===== src/rtl/pipeline_ctrl_pkg.sv =====
// Shared constants and helpers for the multi-stage valid/ready pipeline controller.
package pipeline_ctrl_pkg;

  // Skid-buffer modes for the SKID parameter
  localparam int SKID_NONE = 0;
  localparam int SKID_ONE  = 1;

  // Ceiling log2, used to size the occupancy counter at elaboration time
  function automatic int clog2(input int value);
    int result;
    result = 0;
    while ((32'sd1 <<< result) < value) begin
      result = result + 32'sd1;
    end
    return result;
  endfunction

endpackage


===== src/rtl/pipeline_ctrl_chain_skid.sv =====
// One-entry skid buffer in front of stage 0. in_ready depends only on the
// stored valid bit and flush, which breaks the combinational ready path.
module pipe_skid_buf
  import pipeline_ctrl_pkg::*;
#(
  parameter int DATA_W = 32
) (
  input  logic              clock,
  input  logic              reset,
  input  logic              i_flush,
  input  logic              i_valid,
  input  logic [DATA_W-1:0] i_data,
  input  logic              i_down_ready,
  output logic              o_ready,
  output logic              o_valid,
  output logic [DATA_W-1:0] o_data
);

  logic              r_valid;
  logic [DATA_W-1:0] r_data;
  logic              w_write;
  logic              w_drain;

  // A write needs an empty entry, so write and drain are mutually exclusive
  assign o_ready = !r_valid && !i_flush;
  assign w_write = i_valid && o_ready && !i_down_ready;
  assign w_drain = r_valid && i_down_ready;

  // Park a beat stage 0 cannot take; release it as soon as stage 0 frees up
  always_ff @(posedge clock or posedge reset) begin
    if (reset) begin
      r_valid <= 1'b0;
      r_data  <= {DATA_W{1'b0}};
    end else if (i_flush) begin
      r_valid <= 1'b0;
    end else if (w_write) begin
      r_valid <= 1'b1;
      r_data  <= i_data;
    end else if (w_drain) begin
      r_valid <= 1'b0;
    end else begin
      r_valid <= r_valid;
    end
  end

  assign o_valid = r_valid;
  assign o_data  = r_data;

endmodule


===== src/rtl/pipeline_ctrl_chain.sv =====
// DEPTH-stage valid/ready pipeline controller with bubble collapsing, an
// optional input skid buffer, synchronous flush and an occupancy counter.
// stage_en drives the load enables of external per-stage datapath registers.
module pipeline_ctrl_chain
  import pipeline_ctrl_pkg::*;
#(
  parameter int DEPTH  = 3,
  parameter int DATA_W = 32,
  parameter int SKID   = SKID_NONE,
  parameter int CNT_W  = clog2(DEPTH + 2)
) (
  input  logic              clock,
  input  logic              reset,
  input  logic              flush,
  input  logic              in_valid,
  input  logic [DATA_W-1:0] in_data,
  output logic              in_ready,
  output logic              out_valid,
  output logic [DATA_W-1:0] out_data,
  input  logic              out_ready,
  output logic [DEPTH-1:0]  stage_valid,
  output logic [DEPTH-1:0]  stage_en,
  output logic [CNT_W-1:0]  count
);

  localparam logic [CNT_W-1:0] CNT_ONE = {{(CNT_W-1){1'b0}}, 1'b1};

  logic [DEPTH:0]    w_ready;
  logic [DEPTH-1:0]  w_v;
  logic [DEPTH-1:0]  w_src_v;
  logic [DATA_W-1:0] w_d     [DEPTH];
  logic [DATA_W-1:0] w_src_d [DEPTH];
  logic              w_skid_v;
  logic [DATA_W-1:0] w_skid_d;
  logic              w_accept;
  logic              w_retire;
  logic [CNT_W-1:0]  r_count;

  // Ready chain: a stage can load when it is empty or its content moves on
  always_comb begin
    w_ready        = {(DEPTH+1){1'b0}};
    w_ready[DEPTH] = out_ready;
    for (int i = DEPTH - 1; i >= 0; i--) begin
      w_ready[i] = !w_v[i] || w_ready[i+1];
    end
  end

  // Optional skid buffer; without it in_ready follows the ready chain directly
  if (SKID == SKID_ONE) begin : g_skid
    pipe_skid_buf #(
      .DATA_W(DATA_W)
    ) u_skid (
      .clock       (clock),
      .reset       (reset),
      .i_flush     (flush),
      .i_valid     (in_valid),
      .i_data      (in_data),
      .i_down_ready(w_ready[0]),
      .o_ready     (in_ready),
      .o_valid     (w_skid_v),
      .o_data      (w_skid_d)
    );
  end else begin : g_no_skid
    assign w_skid_v = 1'b0;
    assign w_skid_d = {DATA_W{1'b0}};
    assign in_ready = w_ready[0] && !flush;
  end

  for (genvar g = 0; g < DEPTH; g++) begin : g_stage
    logic              r_v;
    logic [DATA_W-1:0] r_d;

    if (g == 0) begin : g_src_head
      // A parked skid beat always goes before new upstream data
      assign w_src_v[g] = w_skid_v || in_valid;
      assign w_src_d[g] = w_skid_v ? w_skid_d : in_data;
    end else begin : g_src_prev
      assign w_src_v[g] = w_v[g-1];
      assign w_src_d[g] = w_d[g-1];
    end

    // Load from the upstream source whenever this stage is ready; flush empties it
    always_ff @(posedge clock or posedge reset) begin
      if (reset) begin
        r_v <= 1'b0;
        r_d <= {DATA_W{1'b0}};
      end else if (flush) begin
        r_v <= 1'b0;
      end else if (w_ready[g]) begin
        r_v <= w_src_v[g];
        if (w_src_v[g]) begin
          r_d <= w_src_d[g];
        end else begin
          r_d <= r_d;
        end
      end else begin
        r_v <= r_v;
      end
    end

    assign w_v[g]      = r_v;
    assign w_d[g]      = r_d;
    assign stage_en[g] = w_ready[g] && w_src_v[g] && !flush;
  end

  assign out_valid   = w_v[DEPTH-1] && !flush;
  assign out_data    = w_d[DEPTH-1];
  assign stage_valid = w_v;

  assign w_accept = in_valid && in_ready;
  assign w_retire = out_valid && out_ready;

  // Occupancy: +1 per accepted beat, -1 per delivered beat, cleared by flush
  always_ff @(posedge clock or posedge reset) begin
    if (reset) begin
      r_count <= {CNT_W{1'b0}};
    end else if (flush) begin
      r_count <= {CNT_W{1'b0}};
    end else begin
      case ({w_accept, w_retire})
        2'b10:   r_count <= r_count + CNT_ONE;
        2'b01:   r_count <= r_count - CNT_ONE;
        default: r_count <= r_count;
      endcase
    end
  end

  assign count = r_count;

endmodule


===== config.mk =====
export PLATFORM = sky130hd
export DESIGN_NAME = pipeline_ctrl_chain
export DESIGN_NICKNAME = d
export VERILOG_FILES = /design/src/rtl/pipeline_ctrl_pkg.sv /design/src/rtl/pipeline_ctrl_chain_skid.sv /design/src/rtl/pipeline_ctrl_chain.sv
export SDC_FILE = /design/constraint.sdc
export NUM_CORES = 1
export LEC_CHECK = 0
export ABC_AREA = 1
export CAP_MARGIN = 20
export CORE_UTILIZATION = 40
export DETAILED_ROUTE_END_ITERATION = 10
export PLACE_DENSITY_LB_ADDON = 0.1
export SLEW_MARGIN = 20
export SYNTH_ARGS = -nofsm -noshare
export SYNTH_HDL_FRONTEND = slang
export SYNTH_SLANG_ARGS = --single-unit

===== constraint.sdc =====
create_clock -name clock -period 3.1 [get_ports clock]
set_input_delay 0.465 -clock clock [delete_from_list [all_inputs] [get_ports clock]]
set_output_delay 0.465 -clock clock [all_outputs]
set_load 0.01 [all_outputs]

* Yosys cells after proc, flatten, opt, wreduce, memory -nomap -nowiden
Cells that the tools add are included.
** Word-level totals
- Input bits :: 37
- Logic and storage cells :: 44
- Register bits after elaboration :: 102
- Output and inout bits :: 43
** Cells by class
- Reductions and logical operators :: 24
- Add/sub/neg operators :: 2
- Bitwise logic cells :: 1
- Equal/unequal tests :: 2
- Multiplexer cells :: 8
** Operators by type and width (number)
- 1-bit logical AND :: 10
- 3-bit AND reduction :: 3
- 1-bit two-way mux :: 6
- 3-bit case mux with 2 select lines :: 1
- 2-bit nonzero test :: 3
- 1-bit zero test :: 4
- 3-bit by 1-bit adder with 3-bit output, second input constant :: 1
- 1-bit logical OR :: 3
- 3-bit two-way mux :: 1
- 3-bit nonzero test :: 1
- 3-bit by 1-bit subtractor with 3-bit output, second input constant :: 1
- 2-bit by 1-bit == test with 1-bit output, second input constant :: 1
- 2-bit == test, second input constant :: 1
- 1-bit inverter :: 1

* Longest topological paths before layout
Gate-level depths: netlist (run 1).
- Depth after elaboration :: 9
- Mapped depth :: 13
- Gate-level depth less buffers :: 13

* Worst setup path after synthesis (run 1)
Ideal clock, no wire load.
- Kind :: input-to-reg
- From :: in flush
- To :: reg r_count[2], in the netlist count[2]
- Setup time :: 0.117 ns
- Data required time :: 2.983 ns
- Setup slack :: 1.252 ns
- Stages on the path :: 12
- Arrival time :: 1.731 ns
- Cells stage by stage :: buf_6 nor2_4 nand2_4 nand2_2 inv_1 fa_1 xnor2_1 inv_1 nand2_1 nand2_1 nand2_1 nand2_1
** On the way
- Word-level cells in the longest chain between the ends :: 6
- Elaborated cells on any way between the ends :: 10
** RTL lines
- from (decl) :: RTL line pipeline_ctrl_chain.sv:14 : input logic flush,
- 1-bit zero test :: RTL line pipeline_ctrl_chain.sv:66, pipeline_ctrl_chain.sv:106
- 1-bit logical AND, on equally long branches :: RTL line pipeline_ctrl_chain.sv:106, pipeline_ctrl_chain.sv:66
- 1-bit logical AND, on equally long branches :: RTL line pipeline_ctrl_chain.sv:111, pipeline_ctrl_chain.sv:110
- 2-bit by 1-bit == test with 1-bit output or 2-bit == test (tied branches) :: RTL line pipeline_ctrl_chain.sv:120 : case ({w_accept, w_retire})
- 3-bit case mux with 2 select lines :: RTL line pipeline_ctrl_chain.sv:120
- 3-bit two-way mux :: RTL line pipeline_ctrl_chain.sv:117 : end else if (flush) begin
- to (signal assigned) :: RTL line pipeline_ctrl_chain.sv:118 : r_count <= {CNT_W{1'b0}};
- to (signal assigned) :: RTL line pipeline_ctrl_chain.sv:121 : 2'b10: r_count <= r_count + CNT_ONE;
- to (signal assigned) :: RTL line pipeline_ctrl_chain.sv:122 : 2'b01: r_count <= r_count - CNT_ONE;
- to (decl) :: RTL line pipeline_ctrl_chain.sv:37 : logic [CNT_W-1:0] r_count;
Parallel ways exist; a longest one is shown, timed or not.
A chain may end at the register's enable or synchronous reset.

* Final worst setup path (run 1)
- From :: in flush
- To :: out stage_en[0]
** On the way
- Word-level cells in the longest chain between the ends :: 2
** RTL lines
- 1-bit zero test :: RTL line pipeline_ctrl_chain.sv:103 : assign stage_en[g] = w_ready[g] && w_src_v[g] && !flush;
- 1-bit logical AND :: RTL line pipeline_ctrl_chain.sv:103
- to (decl) :: RTL line pipeline_ctrl_chain.sv:22 : output logic [DEPTH-1:0] stage_en,
No other way between the ends.

==> run_results.csv, run 1 <==
group,metric,value,unit
yosys,syn-instance-count,459,
cts,post-cts-setup-buffers,0,
cells_and_area,fin_nets,572,
setup_path,critical_path_class,"in2out",
die,rows,36,
yosys,syn_nets,497,
setup_path,cp_data_arrival_time,2.07,ns
cells_and_area,final_layout_size_suffix_gt1_share,6.86,%
global_route,grt_start_max_net_pins,96,
run_status,status,"finished clean",
routing,viasPerCell,4.49,
timing,post-route-min-period,2.53,ns
die,pin_count,80,
die,core,9820,um^2
power,p_leak,2.72,nW
timing,maxSlewViolCount,0,
cts,cts_buffer_depth,2,
yosys,post_synth_num_cell_types,19,
timing,hold_viol,0,
timing,setup_viol,0,
worst_hold_path,hp-class,"in2async",
timing,finalClockSkew,0.0116,ns
yosys,synthSimpleGateAreaFrac,30.2,%
routing,num_vias,3015,
die,initial_utilization,41.6,%
timing,rsz0062_at_grt,"no",
cts,cts_tree,"yes",
place,place_ws,0.392,ns
global_route,grt_pass1_vias,2987,
cts,ctsHoldBuffers,0,
setup_path,crit_path_end_kind,"output port",
timing,slew_headroom,65.8,%
yosys,postSynthAreaPerCell,8.89,um^2
cts,cts_resized,0,
routing,wl_per_cell,12.5,um
yosys,yosysWarnings,0,
routing,drtPass1Iterations,4,
place,io_buffer_count,79,
routing,wl,8400,um
setup_path,cp-start-kind,"input pin",
timing,worst_pin_slew,0.513,ns
timing,layout_worst_path_cycle_share,81.6,%
routing,drcViolationCount,0,
cts,cts_sinks,102,
cts,cts_made_buffers,9,
yosys,ys_seq_area_share,62.5,%
global_route,antenna_found_initial,0,
die,fp.dieH,103,um
timing,tns,0,ns
cells_and_area,utilization,52.5,%
place,gp_congestion,0.825,
timing,fin_ws,0.570,ns
routing,initialDrtViolationCount,93,
run,drv_cap,0,
yosys,synthAdderAreaFrac,0.490,%
yosys,synth_xor_area_share,0.215,%
power,peakVddDrop,0.267,mV
timing,clock.fmax,395,MHz
yosys,synth_top_family_by_area,"simple AND/OR/NAND/NOR gates",
yosys,synth_area,4080,um^2
cts,h-tree-depth,3,
setup_path,critical_path.max_fanout,15,
yosys,synth_compound_area_share,0.613,%
global_route,grtUsageTotal,17.8,%
place,hpwlAfterDp,5200,um
setup_path,cp.required,2.63,ns
power,power_density,628,nW/um^2
place,dp_cells,656,
power,totalPowerFinal,3.24,mW
cells_and_area,area_growth,26.4,%
global_route,overflow,0,
yosys,muxShareOfSynthArea,0,%
global_route,grt_pass1_wl,14300,um
cells_and_area,n_antenna_cell,0,
yosys,synth_seq_cells,102,
cts,clkSlewWorstSetupHoldPaths,0.10,ns
die,die_area,10600,um^2
routing,drtAntennaViolNets,0,
cts,root_buffer,"clkbuf_8",
cts,clock_latency,0.36,ns
die,die_x,103,um
cells_and_area,fin_cells,672,
==> synthesized netlist by cell type <==
master / n / area, um^2
fa_1: 1 / 20.0
dfrtp_1: 102 / 2550
nand4_1: 3 / 18.8
nand2_4: 3 / 33.8
nand2_2: 1 / 6.26
nor2_4: 2 / 22.5
a21oi_1: 3 / 15.0
buf_2: 4 / 20.0
xnor2_1: 1 / 8.76
nand2_1: 296 / 1110
o21ai_0: 2 / 10.0
inv_4: 3 / 18.8
inv_2: 1 / 3.75
nand4_2: 1 / 12.5
buf_6: 4 / 45.0
nor2_2: 3 / 18.8
buf_4: 14 / 105
nand3_1: 2 / 10.0
inv_1: 13 / 48.8
==> worst max-delay path: stages <==
cell             delay [ns]
clkdlybuf4s50_1        0.61
nor2_4                 0.22
nand2_4                0.15
inv_4                  0.08
clkdlybuf4s50_1        0.53
==> registers in the layout, summed over array words and instances (netlist names) <==
| name | count |
|---|---|
| out_data | 32 |
| g_stage.r_v | 3 |
| count | 3 |
| g_stage.r_d | 64 |
==> cells in the final DEF (no fill, tap or decap) <==
cell	instances
clkinvlp_4	3
inv_2	1
fa_1	1
buf_4	6
nand3_1	2
nand2_2	1
nor2_4	2
buf_12	1
dfrtp_1	102
clkbuf_8	9
nand2_1	296
nor2_2	3
nand4_1	3
clkbuf_1	1
inv_6	2
xnor2_1	1
o21ai_0	2
clkdlybuf4s50_1	79
nand4_2	1
bufinv_16	2
a21oi_1	3
inv_4	3
inv_1	12
nand2_4	3
==> power by group <==
group | switching, mW | total (mW) | internal [mW]
Sequential | 0.132 | 1.70 | 1.57
Clock | 0.457 | 0.919 | 0.461
Combinational | 0.287 | 0.624 | 0.336
==> cell families (layout without fill, tap and decap cells) <==
| kind of cell | after synthesis | after routing |
|---|---|---|
| compound gates | 5 | 5 |
| xor+xnor | 1 | 1 |
| fa+ha+maj | 1 | 1 |
| buf+inv | 39 | 119 |
| flops | 102 | 102 |
| simple gates | 311 | 311 |
==> path summary, 6_finish.rpt <==
kind	startpoint	slack [ns]	depth (start not counted)	end
setup / recovery	flush	0.57	5	stage_en[0]
hold / removal	reset	0.37	2	out_data[25]
setup reg to reg	g_stage[1].r_v	1.10	11	count[2]
hold reg to reg	g_stage[0].r_d[4]	0.47	2	g_stage[1].r_d[4]
max in group asynchronous	reset	1.99	3	out_data[11]
min in group clock	g_stage[0].r_d[4]	0.47	2	g_stage[1].r_d[4]
==> cell type report <==
cell class | count | area, um^2
clock buffers | 10 | 128
clock inverters | 6 | 92.6
repair buffers | 86 | 856
inverters | 17 | 75.1
flip-flops and latches | 102 | 2550
well taps | 133 | 166
fillers | 988 | 4660
multi-input cells | 318 | 1290
==> per-stage QoR <==
stage	area, um^2	hold WS [ns]
3_3_place_gp	4940	0.452
2_1_floorplan	4090	0.442
6_report	5160	0.375
5_1_grt	5160	0.356
3_5_place_dp	4940	0.453
4_1_cts	5160	0.362
==> layer usage <==
metal / GRT usage [%] / vias up / wire length, um
li1: - / 1525 / -
met1: 24.0 / 1412 / 4240
met2: 28.1 / 69 / 3700
met3: 4.41 / 9 / 342
met4: 6.07 / 0 / 119
met5: 0 / - / 0
Note: power is estimated with default switching activity, not from simulation.
==> run 2: changes to the inputs <==
==> constraint.sdc (replaced) <==
create_clock -name clock -period 2.15 [get_ports clock]
set_input_delay 0.3225 -clock clock [delete_from_list [all_inputs] [get_ports clock]]
set_output_delay 0.3225 -clock clock [all_outputs]
set_load 0.01 [all_outputs]
==> run_results.csv, run 2 (same netlist as run 1, synthesis figures left out) <==
group,metric,value,unit
run_status,status,"finished clean",
setup_path,critical_path_class,"in2out",
global_route,grt_start_max_net_pins,103,
power,peakVddDrop,0.295,mV
place,io_buffer_count,79,
routing,top_layer,"met4",
cts,post-cts-setup-buffers,0,
setup_path,r2r_cells,13,
cts,clock_latency,0.35,ns
timing,hold_viol,0,
setup_path,path_cells,"clkdlybuf4s50_1 > inv_1 > nand4_2 > buf_4 > nand2_1 > inv_1 > clkdlybuf4s50_1",
routing,m1WireLength,4190,um
routing,wl_per_cell,12.5,um
power,power_density,875,nW/um^2
routing,drtPass1Iterations,4,
timing,layout_worst_path_cycle_share,96.0,%
timing,slew_headroom,64.8,%
timing,fin_ws,0.0856,ns
cts,root_buffer,"clkbuf_8",
timing,clock.fmax,484,MHz
setup_path,max_stage_delay,0.52,ns
setup_path,cp-start-kind,"input pin",
timing,maxSlewViolCount,0,
cts,h-tree-depth,3,
cts,cts_resized,1,
power,p_leak,2.73,nW
die,initial_utilization,41.6,%
die,rows,36,
global_route,grt_pass1_wl,14100,um
run,drv_cap,0,
cts,cts_buffer_depth,2,
place,place_ws,-0.140,ns
routing,wl,8480,um
global_route,grt_pass1_vias,2971,
cts,cts_made_buffers,9,
place,gp_congestion,0.849,
place,dp_cells,661,
timing,worst_pin_slew,0.527,ns
cells_and_area,area_growth,26.5,%
die,fp.dieH,103,um
routing,num_vias,3008,
die,pin_count,80,
cts,cts_tree,"yes",
cells_and_area,fin_cells,676,
timing,setup_viol,0,
routing,route.met3.wl,253,um
global_route,antenna_found_initial,0,
cts,cts_sinks,102,
global_route,grtUsageTotal,17.5,%
die,core,9820,um^2
cells_and_area,finalInstanceArea,5160,um^2
setup_path,crit_path_end_kind,"output port",
routing,wl_met2,3960,um
routing,drcViolationCount,0,
cells_and_area,fin_nets,577,
setup_path,cp.required,1.83,ns
setup_path,critical_path.max_fanout,3,
cts,clkSlewWorstSetupHoldPaths,0.10,ns
global_route,overflow,0,
place,hpwlAfterDp,5290,um
setup_path,cp_data_arrival_time,1.74,ns
cells_and_area,final_common_cell,"nand2_1",
die,die_x,103,um
routing,viasPerCell,4.45,
cells_and_area,regMostFlops,"g_stage.r_d",
routing,initialDrtViolationCount,88,
worst_hold_path,hp-class,"in2async",
cells_and_area,num-fill-cells,998,
cells_and_area,final_layout_size_suffix_gt1_share,7.55,%
timing,finalClockSkew,0.00956,ns
setup_path,crit_slowest_cell,"clkdlybuf4s50_1",
timing,rsz0062_at_grt,"no",
place,placed_cell_area,4970,um^2
cells_and_area,n_antenna_cell,0,
timing,post-route-min-period,2.06,ns
die,die_area,10600,um^2
routing,drtAntennaViolNets,0,
cells_and_area,final_cell_mix,"nand2_1 (296), dfrtp_1 (102), clkdlybuf4s50_1 (78)",
cts,ctsHoldBuffers,0,
cells_and_area,largest_register_ffs,64,
## run 2: cell types whose count changed in the layout (fill, tap and decap cells not counted)
cell	delta
buf_4	+5
bufinv_16	-1
clkdlybuf4s50_1	-1
clkinv_2	+1
clkinv_4	+1
clkinvlp_4	-1
dlygate4sd2_1	+1
inv_6	-1
## run 2: worst paths after layout
kind	slack, ns	start	end
min in group clock	0.47	g_stage[1].r_d[21]	out_data[21]
setup reg to reg	0.33	g_stage[2].r_v	count[2]
hold / removal	0.47	reset	out_data[21]
max in group asynchronous	1.28	reset	g_stage[1].r_d[0]
hold reg to reg	0.47	g_stage[1].r_d[21]	out_data[21]
setup / recovery	0.09	out_ready	in_ready
## run 2: per-stage QoR
stage / hold slack (ns) / util [%] / power, mW / TNS [ns]
2_1_floorplan: 0.432 / - / 2.91 / 0
3_3_place_gp: 0.453 / 50.7 / 3.38 / -0.175
3_5_place_dp: 0.450 / 50.7 / 3.40 / -0.284
4_1_cts: 0.471 / 52.6 / 4.57 / 0
5_1_grt: 0.496 / 52.6 / 4.79 / 0
6_report: 0.466 / 52.6 / 4.51 / 0
## run 2: per-layer routing
layer,vias to the layer above,track usage [%]
met5,-,0
met4,0,5.53
met3,8,2.44
met2,57,28.3
met1,1411,24.6
li1,1532,-
## run 2: area by class of cell
cell class | count | area [um^2] | share of cell area (%)
multi-input cells | 318 | 1290 | 24.9
clock buffers | 10 | 128 | 2.47
clock inverters | 5 | 60.1 | 1.16
inverters | 17 | 75.1 | 1.45
flip-flops and latches | 102 | 2550 | 49.5
well taps | 133 | 166 | 3.22
repair buffers | 91 | 892 | 17.3
## run 2: power by group
part | switching, mW | leakage (nW) | internal [mW]
clock | 0.627 | 0.0927 | 0.537
combinational | 0.415 | 1.33 | 0.489
sequential | 0.186 | 1.31 | 2.26
total | 1.23 | 2.73 | 3.28
## run 2: critical path: cells and delay by family
family                 cells  cell delay, ns
buffers and inverters      5            1.28
AND/OR/NAND/NOR            2            0.14
==> run 3: changes to the inputs <==
--- a/config.mk
+++ b/config.mk
@@ -5,7 +5,7 @@
 export SDC_FILE = /design/constraint.sdc
 export NUM_CORES = 1
 export LEC_CHECK = 0
-export ABC_AREA = 1
+export ABC_AREA = 0
 export CAP_MARGIN = 20
 export CORE_UTILIZATION = 40
 export DETAILED_ROUTE_END_ITERATION = 10
==> run_results.csv, run 3 <==
group,metric,value,unit
cts,root_buffer,"clkbuf_8",
routing,wl_per_cell,15.1,um
yosys,syn_nets,297,
cts,cts_sinks,102,
timing,hold_viol,0,
cells_and_area,seqCellArea,2550,um^2
timing,rsz0062_at_grt,"no",
timing,tns,0,ns
yosys,synthTopCellsByCount,"dfrtp_1 (102), mux2_2 (68), mux2_4 (28)",
routing,drtPass1Iterations,4,
routing,viasPerCell,4.81,
cts,cts_made_buffers,9,
yosys,synth_seq_cells,102,
cts,h-tree-depth,3,
timing,maxSlewViolCount,0,
timing,post-route-min-period,2.05,ns
cells_and_area,final_common_cell,"dfrtp_1",
yosys,post_synth_num_cell_types,31,
yosys,synth_async_sr_flop_share,100,%
die,die_x,104,um
timing,setup_viol,0,
global_route,grtUsageTotal,14.9,%
timing,finalClockSkew,0.0155,ns
power,power_density,985,nW/um^2
setup_path,critical_path.max_fanout,7,
routing,wl,7450,um
cells_and_area,multi_input_area,1450,um^2
cells_and_area,final_layout_size_suffix_gt1_share,38.7,%
yosys,synth_edf_count,0,
global_route,grt_start_max_net_pins,45,
cells_and_area,n_antenna_cell,0,
routing,drcViolationCount,0,
yosys,yosysWarnings,0,
setup_path,crit_path_end_kind,"output port",
yosys,postSynthAreaPerCell,16.1,um^2
cells_and_area,area_growth,28.8,%
place,io_buffer_count,79,
yosys,synth.top_cell.area_share,61.4,%
timing,clock.fmax,487,MHz
run_status,status,"finished clean",
routing,drtAntennaViolNets,0,
yosys,synth_flop_cell,"dfrtp_1",
power,peakVddDrop,0.596,mV
place,dp_cells,474,
cts,cts_buffer_depth,2,
place,place_ws,-0.260,ns
die,core,9910,um^2
yosys,syn-instance-count,259,
cells_and_area,num-fill-cells,852,
global_route,grt_pass1_wl,12400,um
routing,num_vias,2365,
routing,initialDrtViolationCount,41,
timing,slew_headroom,58.5,%
setup_path,cp-start-kind,"input pin",
place,hpwlAfterDp,4930,um
global_route,antenna_found_initial,0,
cts,clkSlewWorstSetupHoldPaths,0.11,ns
cells_and_area,largest_register_ffs,64,
place,gp_congestion,0.782,
worst_hold_path,hp-class,"in2async",
run,drv_cap,0,
setup_path,cp.required,1.83,ns
die,fp.dieH,104,um
cts,cts_tree,"yes",
yosys,synth.most_common_cell,"dfrtp_1",
die,die_area,10800,um^2
die,rows,36,
yosys,synth_top_area_cell,"dfrtp_1",
power,p_leak,2.40,nW
cells_and_area,fin_nets,392,
cts,clock_latency,0.37,ns
yosys,synth_area,4160,um^2
timing,fin_ws,0.0967,ns
timing,worst_pin_slew,0.622,ns
timing,layout_worst_path_cycle_share,95.5,%
yosys,ys_top_cells_by_area,"dfrtp_1 (61%), mux2_2 (18%), mux2_4 (10%), buf_12 (1.4%), buf_4 (1.1%)",
setup_path,cp_data_arrival_time,1.73,ns
global_route,overflow,0,
yosys,ys_seq_area_share,61.4,%
cells_and_area,final_cell_mix,"dfrtp_1 (102), clkdlybuf4s50_1 (75), mux2_2 (68)",
setup_path,critical_path_class,"in2out",
die,initial_utilization,42.0,%
die,pin_count,80,
global_route,grt_pass1_vias,2405,
timing,fin_hold_ws,0.312,ns
cells_and_area,utilization,54.0,%
setup_path,r2r_cells,6,
cells_and_area,fin_cells,492,
cells_and_area,regMostFlops,"g_stage.r_d",
run 3: changes by cell type after synthesis, sizes merged, moves of 2 or more:
cell,previous run,this run
a21o,0,2
buf,22,14
clkbuf,0,2
inv,17,4
mux2,0,96
nand2,300,5
nand3b,0,3
nand4,4,0
nor2,5,8
nor2b,0,2
nor3,0,2
run 3: routing by layer:
layer  wire length (um)  vias to the layer above  track usage (%)
met5                  0                        -                0
met4                118                        0             6.02
li1                   -                     1086                -
met3                323                       10             4.45
met2               3470                       51             22.9
met1               3530                     1218             19.7
run 3: critical path, cell delays in order:
cell and delay [ns]:
clkdlybuf4s50_1 0.45, buf_4 0.16, buf_4 0.15, nor2b_1 0.11, clkdlybuf4s50_1 0.54
run 3: final cells by class:
class | instances | area share [%]
timing repair buffer | 100 | 18.4
sequential | 102 | 47.7
clock inverter | 7 | 1.07
clock buffer | 9 | 2.31
tap | 133 | 3.11
inverter | 4 | 0.350
multi-input combinational | 137 | 27.1
run 3: metrics by stage:
stage	power, mW	area, um^2
global placement	4.18	5160
global route	5.59	5360
CTS	5.37	5350
floorplan	3.45	4160
detailed placement	4.23	5160
finish	5.28	5360
run 3: cells by family after synthesis:
kind of cell | synth area share, %
compound gates | 2.08
xor+xnor | 0.211
fa+ha+maj | 0.482
buf+inv | 3.82
flops | 61.4
mux | 28.5
simple gates | 3.49
run 3: timing repair:
action                                  4_1_cts  5_1_grt
pin swaps                                     2        1
setup buffers                                 2        0
hold buffers                                  0        0
gates resized for setup                       3        5
endpoints found under the setup margin        3        4
run 3: final timing paths:
check / from / to / slack [ns]
max: flush / out_valid / 0.1
max reg2reg: g_stage[2].r_v / out_data[29] / 0.16
min reg2reg: g_stage[1].r_d[15] / out_data[15] / 0.50
min: reset / out_data[16] / 0.31
max in group asynchronous: reset / g_stage[1].r_d[29] / 1.26
min in group clock: g_stage[1].r_d[15] / out_data[15] / 0.50
run 3: power by group:
group | leakage [nW] | internal [mW] | switching [mW]
Combinational | 1.09 | 0.985 | 0.471
Sequential | 1.23 | 2.44 | 0.269
Clock | 0.0824 | 0.433 | 0.682
Total | 2.40 | 3.85 | 1.42
